$ cat src/rtl/tube_pkg.sv
// Shared segment patterns, symbol codes and scan-state type for the taximeter tube driver.
// Segment bit order is {dp,g,f,e,d,c,b,a}, active-high before any pin inversion.
package tube_pkg;

    localparam logic [7:0] SEG_0    = 8'h3F;
    localparam logic [7:0] SEG_1    = 8'h06;
    localparam logic [7:0] SEG_2    = 8'h5B;
    localparam logic [7:0] SEG_3    = 8'h4F;
    localparam logic [7:0] SEG_4    = 8'h66;
    localparam logic [7:0] SEG_5    = 8'h6D;
    localparam logic [7:0] SEG_6    = 8'h7D;
    localparam logic [7:0] SEG_7    = 8'h07;
    localparam logic [7:0] SEG_8    = 8'h7F;
    localparam logic [7:0] SEG_9    = 8'h6F;
    localparam logic [7:0] SEG_P    = 8'h73;
    localparam logic [7:0] SEG_DASH = 8'h40;
    localparam logic [7:0] SEG_E    = 8'h79;
    localparam logic [7:0] SEG_R    = 8'h50;
    localparam logic [7:0] SEG_OFF  = 8'h00;

    localparam logic [3:0] CODE_P      = 4'd10;
    localparam logic [3:0] CODE_DASH   = 4'd11;
    localparam logic [3:0] CODE_BLANK  = 4'd12;
    localparam logic [3:0] CODE_E      = 4'd13;
    localparam logic [3:0] CODE_R      = 4'd14;
    localparam logic [3:0] CODE_BLANK2 = 4'd15;

    typedef enum logic [1:0] {
        ST_IDLE,
        ST_BLANK,
        ST_SHOW
    } scan_state_t;

    function automatic logic [7:0] seg_encode(input logic [3:0] code);
        logic [7:0] seg;
        case (code)
            4'd0:        seg = SEG_0;
            4'd1:        seg = SEG_1;
            4'd2:        seg = SEG_2;
            4'd3:        seg = SEG_3;
            4'd4:        seg = SEG_4;
            4'd5:        seg = SEG_5;
            4'd6:        seg = SEG_6;
            4'd7:        seg = SEG_7;
            4'd8:        seg = SEG_8;
            4'd9:        seg = SEG_9;
            CODE_P:      seg = SEG_P;
            CODE_DASH:   seg = SEG_DASH;
            CODE_E:      seg = SEG_E;
            CODE_R:      seg = SEG_R;
            default:     seg = SEG_OFF;
        endcase
        return seg;
    endfunction

endpackage

$ cat src/rtl/tube_scan_if.sv
// Bus between the BCD counter side and the tube scan controller.
// master = counter/board side, slave = scan controller.
interface tube_scan_if #(
    parameter int N_DIGITS = 8
) ();
    localparam int IDX_W = $clog2(N_DIGITS);

    logic                    en;
    logic [4*N_DIGITS-1:0]   digits_code;
    logic [N_DIGITS-1:0]     dp_mask;
    logic [N_DIGITS-1:0]     lzb_group;
    logic [N_DIGITS-1:0]     blink_mask;
    logic [7:0]              seg;
    logic [N_DIGITS-1:0]     dig_sel;
    logic [IDX_W-1:0]        dig_idx;
    logic                    frame_start;

    modport master (
        output en, digits_code, dp_mask, lzb_group, blink_mask,
        input  seg, dig_sel, dig_idx, frame_start
    );

    modport slave (
        input  en, digits_code, dp_mask, lzb_group, blink_mask,
        output seg, dig_sel, dig_idx, frame_start
    );
endinterface

$ cat src/rtl/tube_seg_encoder.sv
// Combinational digit encoder: 4-bit code plus decimal point, with a forced-dark override.
module tube_seg_encoder
    import tube_pkg::*;
(
    input  logic [3:0] code,
    input  logic       dp,
    input  logic       blank,
    output logic [7:0] seg
);

    always_comb begin
        seg = SEG_OFF;
        if (!blank) begin
            seg = seg_encode(code) | {dp, 7'b0000000};
        end
    end

endmodule

$ cat src/rtl/tube_scan_controller.sv
// Multiplexed 7-segment scan driver: slot prescaler, ghost blanking, frame snapshot,
// per-field leading-zero blanking, decimal points and per-digit blink.
module tube_scan_controller
    import tube_pkg::*;
#(
    parameter int N_DIGITS     = 8,
    parameter int SCAN_DIV     = 1000,
    parameter int BLANK_CYC    = 16,
    parameter int BLINK_FRAMES = 64,
    parameter int SEG_ACT_LOW  = 0
) (
    input  logic       clk,
    input  logic       rst,
    tube_scan_if.slave bus
);

    localparam int IDX_W = $clog2(N_DIGITS);
    localparam int CNT_W = $clog2(SCAN_DIV);
    localparam int FC_W  = (BLINK_FRAMES > 1) ? $clog2(BLINK_FRAMES) : 1;

    localparam logic [CNT_W-1:0]    CNT_LAST  = CNT_W'(SCAN_DIV - 1);
    localparam logic [CNT_W-1:0]    BLANK_LIM = CNT_W'(BLANK_CYC);
    localparam logic [IDX_W-1:0]    IDX_LAST  = IDX_W'(N_DIGITS - 1);
    localparam logic [FC_W-1:0]     FC_LAST   = FC_W'(BLINK_FRAMES - 1);
    localparam logic [7:0]          SEG_INV   = (SEG_ACT_LOW != 0) ? 8'hFF : 8'h00;
    localparam logic [N_DIGITS-1:0] DIG_INV   = (SEG_ACT_LOW != 0) ? '1 : '0;

    scan_state_t         state_reg, state_next;
    logic [CNT_W-1:0]    cnt_reg, cnt_next;
    logic [IDX_W-1:0]    idx_reg, idx_next;
    logic [FC_W-1:0]     frame_cnt_reg, frame_cnt_next;
    logic                phase_reg, phase_next;
    logic                enter_frame;
    logic                restart;

    logic [4*N_DIGITS-1:0] snap_code_reg;
    logic [N_DIGITS-1:0]   snap_dp_reg;
    logic [N_DIGITS-1:0]   snap_lzb_reg;
    logic [N_DIGITS-1:0]   snap_blink_reg;
    logic [3:0]            snap_digit [N_DIGITS];

    logic [N_DIGITS-1:0] field_end;
    logic [N_DIGITS-1:0] lzb_blank;
    logic                field_on;
    logic                zero_run;

    logic                show;
    logic                blink_off;
    logic [7:0]          enc_seg;
    logic [N_DIGITS-1:0] dig_sel_next;
    logic [IDX_W-1:0]    dig_idx_next;

    logic [7:0]          seg_reg;
    logic [N_DIGITS-1:0] dig_sel_reg;
    logic [IDX_W-1:0]    dig_idx_reg;
    logic                frame_start_reg;

    genvar gi;
    generate
        for (gi = 0; gi < N_DIGITS; gi++) begin : g_unpack
            assign snap_digit[gi] = snap_code_reg[4*gi +: 4];
        end
    endgenerate

    // Scan sequencer: slot counter, digit index and BLANK/SHOW phase within the slot.
    always_comb begin
        state_next  = state_reg;
        cnt_next    = cnt_reg;
        idx_next    = idx_reg;
        enter_frame = 1'b0;
        restart     = 1'b0;
        if (!bus.en) begin
            state_next = ST_IDLE;
            cnt_next   = '0;
            idx_next   = '0;
        end else begin
            if (state_reg == ST_IDLE) begin
                cnt_next    = '0;
                idx_next    = '0;
                enter_frame = 1'b1;
                restart     = 1'b1;
            end else if (cnt_reg == CNT_LAST) begin
                cnt_next = '0;
                if (idx_reg == IDX_LAST) begin
                    idx_next    = '0;
                    enter_frame = 1'b1;
                end else begin
                    idx_next = idx_reg + 1'b1;
                end
            end else begin
                cnt_next = cnt_reg + 1'b1;
            end
            state_next = ((BLANK_CYC != 0) && (cnt_next < BLANK_LIM)) ? ST_BLANK : ST_SHOW;
        end
    end

    // Blink phase flips after every BLINK_FRAMES frames; a restart always begins visible.
    always_comb begin
        frame_cnt_next = frame_cnt_reg;
        phase_next     = phase_reg;
        if (!bus.en || restart) begin
            frame_cnt_next = '0;
            phase_next     = 1'b0;
        end else if (enter_frame) begin
            if (frame_cnt_reg == FC_LAST) begin
                frame_cnt_next = '0;
                phase_next     = ~phase_reg;
            end else begin
                frame_cnt_next = frame_cnt_reg + 1'b1;
            end
        end
    end

    // A zero stays dark only while every earlier digit of its field is also zero.
    assign field_end = {1'b1, snap_lzb_reg[N_DIGITS-1:1]};

    always_comb begin
        field_on  = 1'b0;
        zero_run  = 1'b0;
        lzb_blank = '0;
        for (int i = 0; i < N_DIGITS; i++) begin
            if (snap_lzb_reg[i]) begin
                field_on = 1'b1;
                zero_run = 1'b1;
            end
            zero_run     = field_on && zero_run && (snap_digit[i] == 4'd0);
            lzb_blank[i] = zero_run && !field_end[i] && !snap_dp_reg[i];
        end
    end

    assign show      = bus.en && (state_reg == ST_SHOW);
    assign blink_off = phase_reg && snap_blink_reg[idx_reg];

    tube_seg_encoder u_encoder (
        .code  (snap_digit[idx_reg]),
        .dp    (snap_dp_reg[idx_reg]),
        .blank (!show || blink_off || lzb_blank[idx_reg]),
        .seg   (enc_seg)
    );

    assign dig_sel_next = show ? (N_DIGITS'(1) << idx_reg) : '0;
    assign dig_idx_next = (bus.en && (state_reg != ST_IDLE)) ? idx_reg : '0;

    always_ff @(posedge clk) begin
        if (rst) begin
            state_reg       <= ST_IDLE;
            cnt_reg         <= '0;
            idx_reg         <= '0;
            frame_cnt_reg   <= '0;
            phase_reg       <= 1'b0;
            snap_code_reg   <= '0;
            snap_dp_reg     <= '0;
            snap_lzb_reg    <= '0;
            snap_blink_reg  <= '0;
            seg_reg         <= SEG_INV;
            dig_sel_reg     <= DIG_INV;
            dig_idx_reg     <= '0;
            frame_start_reg <= 1'b0;
        end else begin
            state_reg     <= state_next;
            cnt_reg       <= cnt_next;
            idx_reg       <= idx_next;
            frame_cnt_reg <= frame_cnt_next;
            phase_reg     <= phase_next;
            if (enter_frame) begin
                snap_code_reg  <= bus.digits_code;
                snap_dp_reg    <= bus.dp_mask;
                snap_lzb_reg   <= bus.lzb_group;
                snap_blink_reg <= bus.blink_mask;
            end
            seg_reg         <= enc_seg ^ SEG_INV;
            dig_sel_reg     <= dig_sel_next ^ DIG_INV;
            dig_idx_reg     <= dig_idx_next;
            frame_start_reg <= enter_frame;
        end
    end

    assign bus.seg         = seg_reg;
    assign bus.dig_sel     = dig_sel_reg;
    assign bus.dig_idx     = dig_idx_reg;
    assign bus.frame_start = frame_start_reg;

endmodule

$ cat src/flat_wrapper.sv
// flat-port wrapper written by rule: the top's interface ports become plain ports
module tube_scan_controller_flat import tube_pkg::*;
#(
    parameter int N_DIGITS     = 8,
    parameter int SCAN_DIV     = 1000,
    parameter int BLANK_CYC    = 16,
    parameter int BLINK_FRAMES = 64,
    parameter int SEG_ACT_LOW  = 0
)
  (clk, rst, bus_en, bus_digits_code, bus_dp_mask, bus_lzb_group, bus_blink_mask, bus_seg, bus_dig_sel, bus_dig_idx, bus_frame_start);
  tube_scan_if #(.N_DIGITS(N_DIGITS)) bus_i ();
  input  logic clk;
  input  logic rst;
  input wire logic [$bits(bus_i.en)-1:0] bus_en;
  input wire logic [$bits(bus_i.digits_code)-1:0] bus_digits_code;
  input wire logic [$bits(bus_i.dp_mask)-1:0] bus_dp_mask;
  input wire logic [$bits(bus_i.lzb_group)-1:0] bus_lzb_group;
  input wire logic [$bits(bus_i.blink_mask)-1:0] bus_blink_mask;
  output wire logic [$bits(bus_i.seg)-1:0] bus_seg;
  output wire logic [$bits(bus_i.dig_sel)-1:0] bus_dig_sel;
  output wire logic [$bits(bus_i.dig_idx)-1:0] bus_dig_idx;
  output wire logic [$bits(bus_i.frame_start)-1:0] bus_frame_start;
  assign bus_i.en = bus_en;
  assign bus_i.digits_code = bus_digits_code;
  assign bus_i.dp_mask = bus_dp_mask;
  assign bus_i.lzb_group = bus_lzb_group;
  assign bus_i.blink_mask = bus_blink_mask;
  assign bus_seg = bus_i.seg;
  assign bus_dig_sel = bus_i.dig_sel;
  assign bus_dig_idx = bus_i.dig_idx;
  assign bus_frame_start = bus_i.frame_start;
  tube_scan_controller #(.N_DIGITS(N_DIGITS), .SCAN_DIV(SCAN_DIV), .BLANK_CYC(BLANK_CYC), .BLINK_FRAMES(BLINK_FRAMES), .SEG_ACT_LOW(SEG_ACT_LOW)) u_core (.clk(clk), .rst(rst), .bus(bus_i));
endmodule
$ cat config.mk
export PLATFORM = sky130hd
export DESIGN_NAME = tube_scan_controller_flat
export DESIGN_NICKNAME = d
export VERILOG_FILES = /design/src/rtl/tube_pkg.sv /design/src/rtl/tube_scan_if.sv /design/src/rtl/tube_seg_encoder.sv /design/src/rtl/tube_scan_controller.sv /design/src/flat_wrapper.sv
export SDC_FILE = /design/constraint.sdc
export NUM_CORES = 1
export LEC_CHECK = 0
export CAP_MARGIN = 5
export CORE_MARGIN = 3
export CORE_UTILIZATION = 40
export DETAILED_ROUTE_END_ITERATION = 10
export GPL_ROUTABILITY_DRIVEN = 1
export PLACE_DENSITY = 0.66
export SLEW_MARGIN = 20
export SYNTH_ARGS = -nofsm -noshare
export SYNTH_HDL_FRONTEND = slang
export SYNTH_HIERARCHICAL = 1
export SYNTH_SLANG_ARGS = --single-unit
$ cat constraint.sdc
create_clock -name clk -period 2.8 [get_ports clk]
set_input_delay 0.56 -clock clk [delete_from_list [all_inputs] [get_ports clk]]
set_output_delay 0.56 -clock clk [all_outputs]
set_load 0.05 [all_outputs]
==> metrics, run 1 <==
status finished, final reports clean; DR DRC count 0; clock latency on the worst-skew pair approximately 0.36 ns; clock root buffer clkbuf_8; H-tree depth 3; post-DP HPWL 7.63 mm; reg2reg start u_core/idx_reg[0]; clock skew approximately 0.0086 ns; crit end category flop; actual slew at the worst max-slew pin about 1 ns; commonest non-fill, non-tap cell in the layout nand2_1; CTS buffer count 9; # resized after CTS 0; Setup violations, final 0; Yosys cell types 46; Leak 1.96 nW; top_reg_cell synth dfxtp_1; Iteration-0 DRC Markers 235; final hold viol count 0; sequential area share after synthesis 44.1%; maximum VDD drop 0.243 mV; R2R setup slack 0.19 ns; Post-synth EDFFs 0; global route hottest layer met1; initial antenna violation count 0; Syn. warnings 6; die height 111 µm; Tot Pwr 2.64 mW; Tmin final 2.61 ns; Worst EP required 3.02 ns; post-synthesis cell count 517; # hold bufs at CTS 0; DR vias 3780; die width 111 µm; Diodes inserted 0; via count of the first global-routing pass about 3.5k; M3 GR Usage between 2 and 3%; Post-Syn Nets 589; critical path arrival 2.84 ns; achievable clock frequency ~380 MHz; CTS tree yes; area grow syn2layout 24.3%; FFs w/ async S/R, synth 0%; Antenna Nets Post-Route 0; pin count of the biggest net entering global routing 68; main area contributors after synthesis dfxtp_1 (44%), nand2_1 (11%), a21oi_1 (7.3%), mux4_2 (6.1%), nor2_1 (3.8%); grt total ovfl 0; r2r worst-path depth 9; drt via density around 5.2; Setup CP Type flop to flop; setup repair bufs after CTS 0; M2 GR Usage between 20% and 30%; Worst Hold End u_core/snap_blink_reg[7]; Largest register FFs 32; DIE AREA roughly 12000 µm²; worst reg2reg path endpoint u_core/bus.seg[4]; syn_area_per_cell 8.60 µm²; IO Port Bufs 78; worst hold start u_core/snap_blink_reg[7]; most frequent cells in the layout nand2_1 (128), dfxtp_1 (98), clkdlybuf4s50_1 (77); area leader, netlist dfxtp_1; Hold Path Depth 2; final worst-path cycle share 93.4%; Initial Util a little over two fifths; met1 Use GR 25.3%; # Max-Cap Violations 0; Sink Count between 90 and 100; GR Util All Layers between 10% and 20%; I/O pin cnt 79; WL/cell 14.4 µm; global-route wire length before repair approximately 17 mm; DRT Pass-1 Iters 4; TNS Setup 0 ns; # rows 37; CTS max path bufs 2; FF+latch count, synth 98; fin. max-slew vios 0; Worst Hold Class flop to flop; share of the synthesized area in the top cell type approximately 44%; layout cells sized above 1 approximately 7.7%; placeable core area 10600 µm²; crit-path max FO 15; Critical Path Source Type flop; RSZ-0062 raised after global routing false; # nets final 655; clock transition at the registers of the reported paths approximately 0.090 ns; slew margin rel. between 30% and 40%; DRT Wirelength 10.4 mm; Synth Cell Area 4450 µm²; Pwr per Cell Area 478 nW/µm²; final RePlAce weighted congestion 0.841
-- cell type report --
type / instances / area [µm²]
tap: 136 / 170
sequential: 98 / 1960
clock inverter: 3 / 23.8
timing repair buffer: 85 / 866
inverter: 5 / 18.8
multi-input combinational: 384 / 2320
clock buffer: 13 / 159
fill: 1012 / 5030
-- how the worst max path moves through the flow --
stage / start / slack (ns) / cells past startpoint / to
final: u_core/idx_reg[0] / 0.19 / 9 / u_core/bus.seg[4]
after global routing: u_core/idx_reg[0] / 0.02 / 9 / u_core/bus.seg[4]
after CTS: u_core/idx_reg[0] / 0.19 / 9 / u_core/bus.seg[4]
after detailed placement: u_core/idx_reg[0] / 0.21 / 9 / u_core/bus.seg[4]
after global placement: bus_en / 0.23 / 6 / u_core/frame_cnt_reg[0]
after floorplan: u_core/idx_reg[0] / 0.05 / 10 / u_core/bus.seg[4]
-- Yosys cell counts (7+ instances only) --
cell / n
and2_1: 10
mux2_2: 8
nor4_1: 8
nor3_1: 7
nor2_1: 45
nand3_1: 8
nand2_1: 128
mux4_2: 12
nor2b_1: 11
clkbuf_1: 16
xor2_1: 7
ha_1: 13
buf_2: 11
dfxtp_1: 98
a21oi_1: 65
-- stage by stage --
| stage | std cells | worst slack [ns] | hold WS [ns] | util, % | instance area [µm²] |
|---|---|---|---|---|---|
| after floorplan | 517 | 0.0455 | 0.433 | - | 4450 |
| after global placement | 708 | 0.227 | 0.443 | 50.6 | 5340 |
| after detailed placement | 708 | 0.205 | 0.447 | 50.6 | 5340 |
| after CTS | 724 | 0.189 | 0.460 | 52.3 | 5520 |
| after global routing | 724 | 0.0154 | 0.491 | 52.3 | 5520 |
| final | 724 | 0.185 | 0.460 | 52.3 | 5520 |
-- kinds of logic (layout without fill, tap and decap cells) --
| kind of cell | after synthesis | count (layout) | synth area share, % |
|---|---|---|---|
| buffers and inverters | 35 | 106 | 3.60 |
| multiplexers | 26 | 26 | 9.46 |
| AND/OR/NAND/NOR | 239 | 239 | 24.0 |
| AO/OA/AOI/OAI | 93 | 93 | 12.6 |
| flip-flops | 98 | 98 | 44.1 |
| adder cells (fa/ha/maj) | 13 | 13 | 3.66 |
| XOR/XNOR | 13 | 13 | 2.56 |
-- metal layers --
metal  wire, µm  vias up
li1           -     1907
met1       5210     1738
met2       4470      122
met3        547       13
met4        179        0
met5          0        -
-- power by group --
| group | leakage (nW) | internal (mW) | total (mW) | switching, mW |
|---|---|---|---|---|
| combinational | 1.07 | 0.154 | 0.297 | 0.142 |
| clock | 0.0859 | 0.375 | 0.858 | 0.483 |
| sequential | 0.799 | 1.44 | 1.48 | 0.0431 |
-- worst max-delay path: stages, from the launching register on --
cell     delay, ns
dfxtp_1       0.39
buf_12        0.17
mux4_2        0.50
mux2_2        0.34
inv_1         0.15
ha_1          0.29
mux2_2        0.27
a21oi_1       0.15
nor2_1        0.05
nor2b_1       0.16
No activity file was read; power rests on OpenSTA's default activity.
==> run 2, diff against run 1 <==
--- a/constraint.sdc
+++ b/constraint.sdc
@@ -3,2 +3,2 @@
 set_output_delay 0.56 -clock clk [all_outputs]
-set_load 0.05 [all_outputs]
+set_load 0.01 [all_outputs]
==> results of run 2 <==
The final DEF is identical to that of run 1. Status: finished, final reports clean.
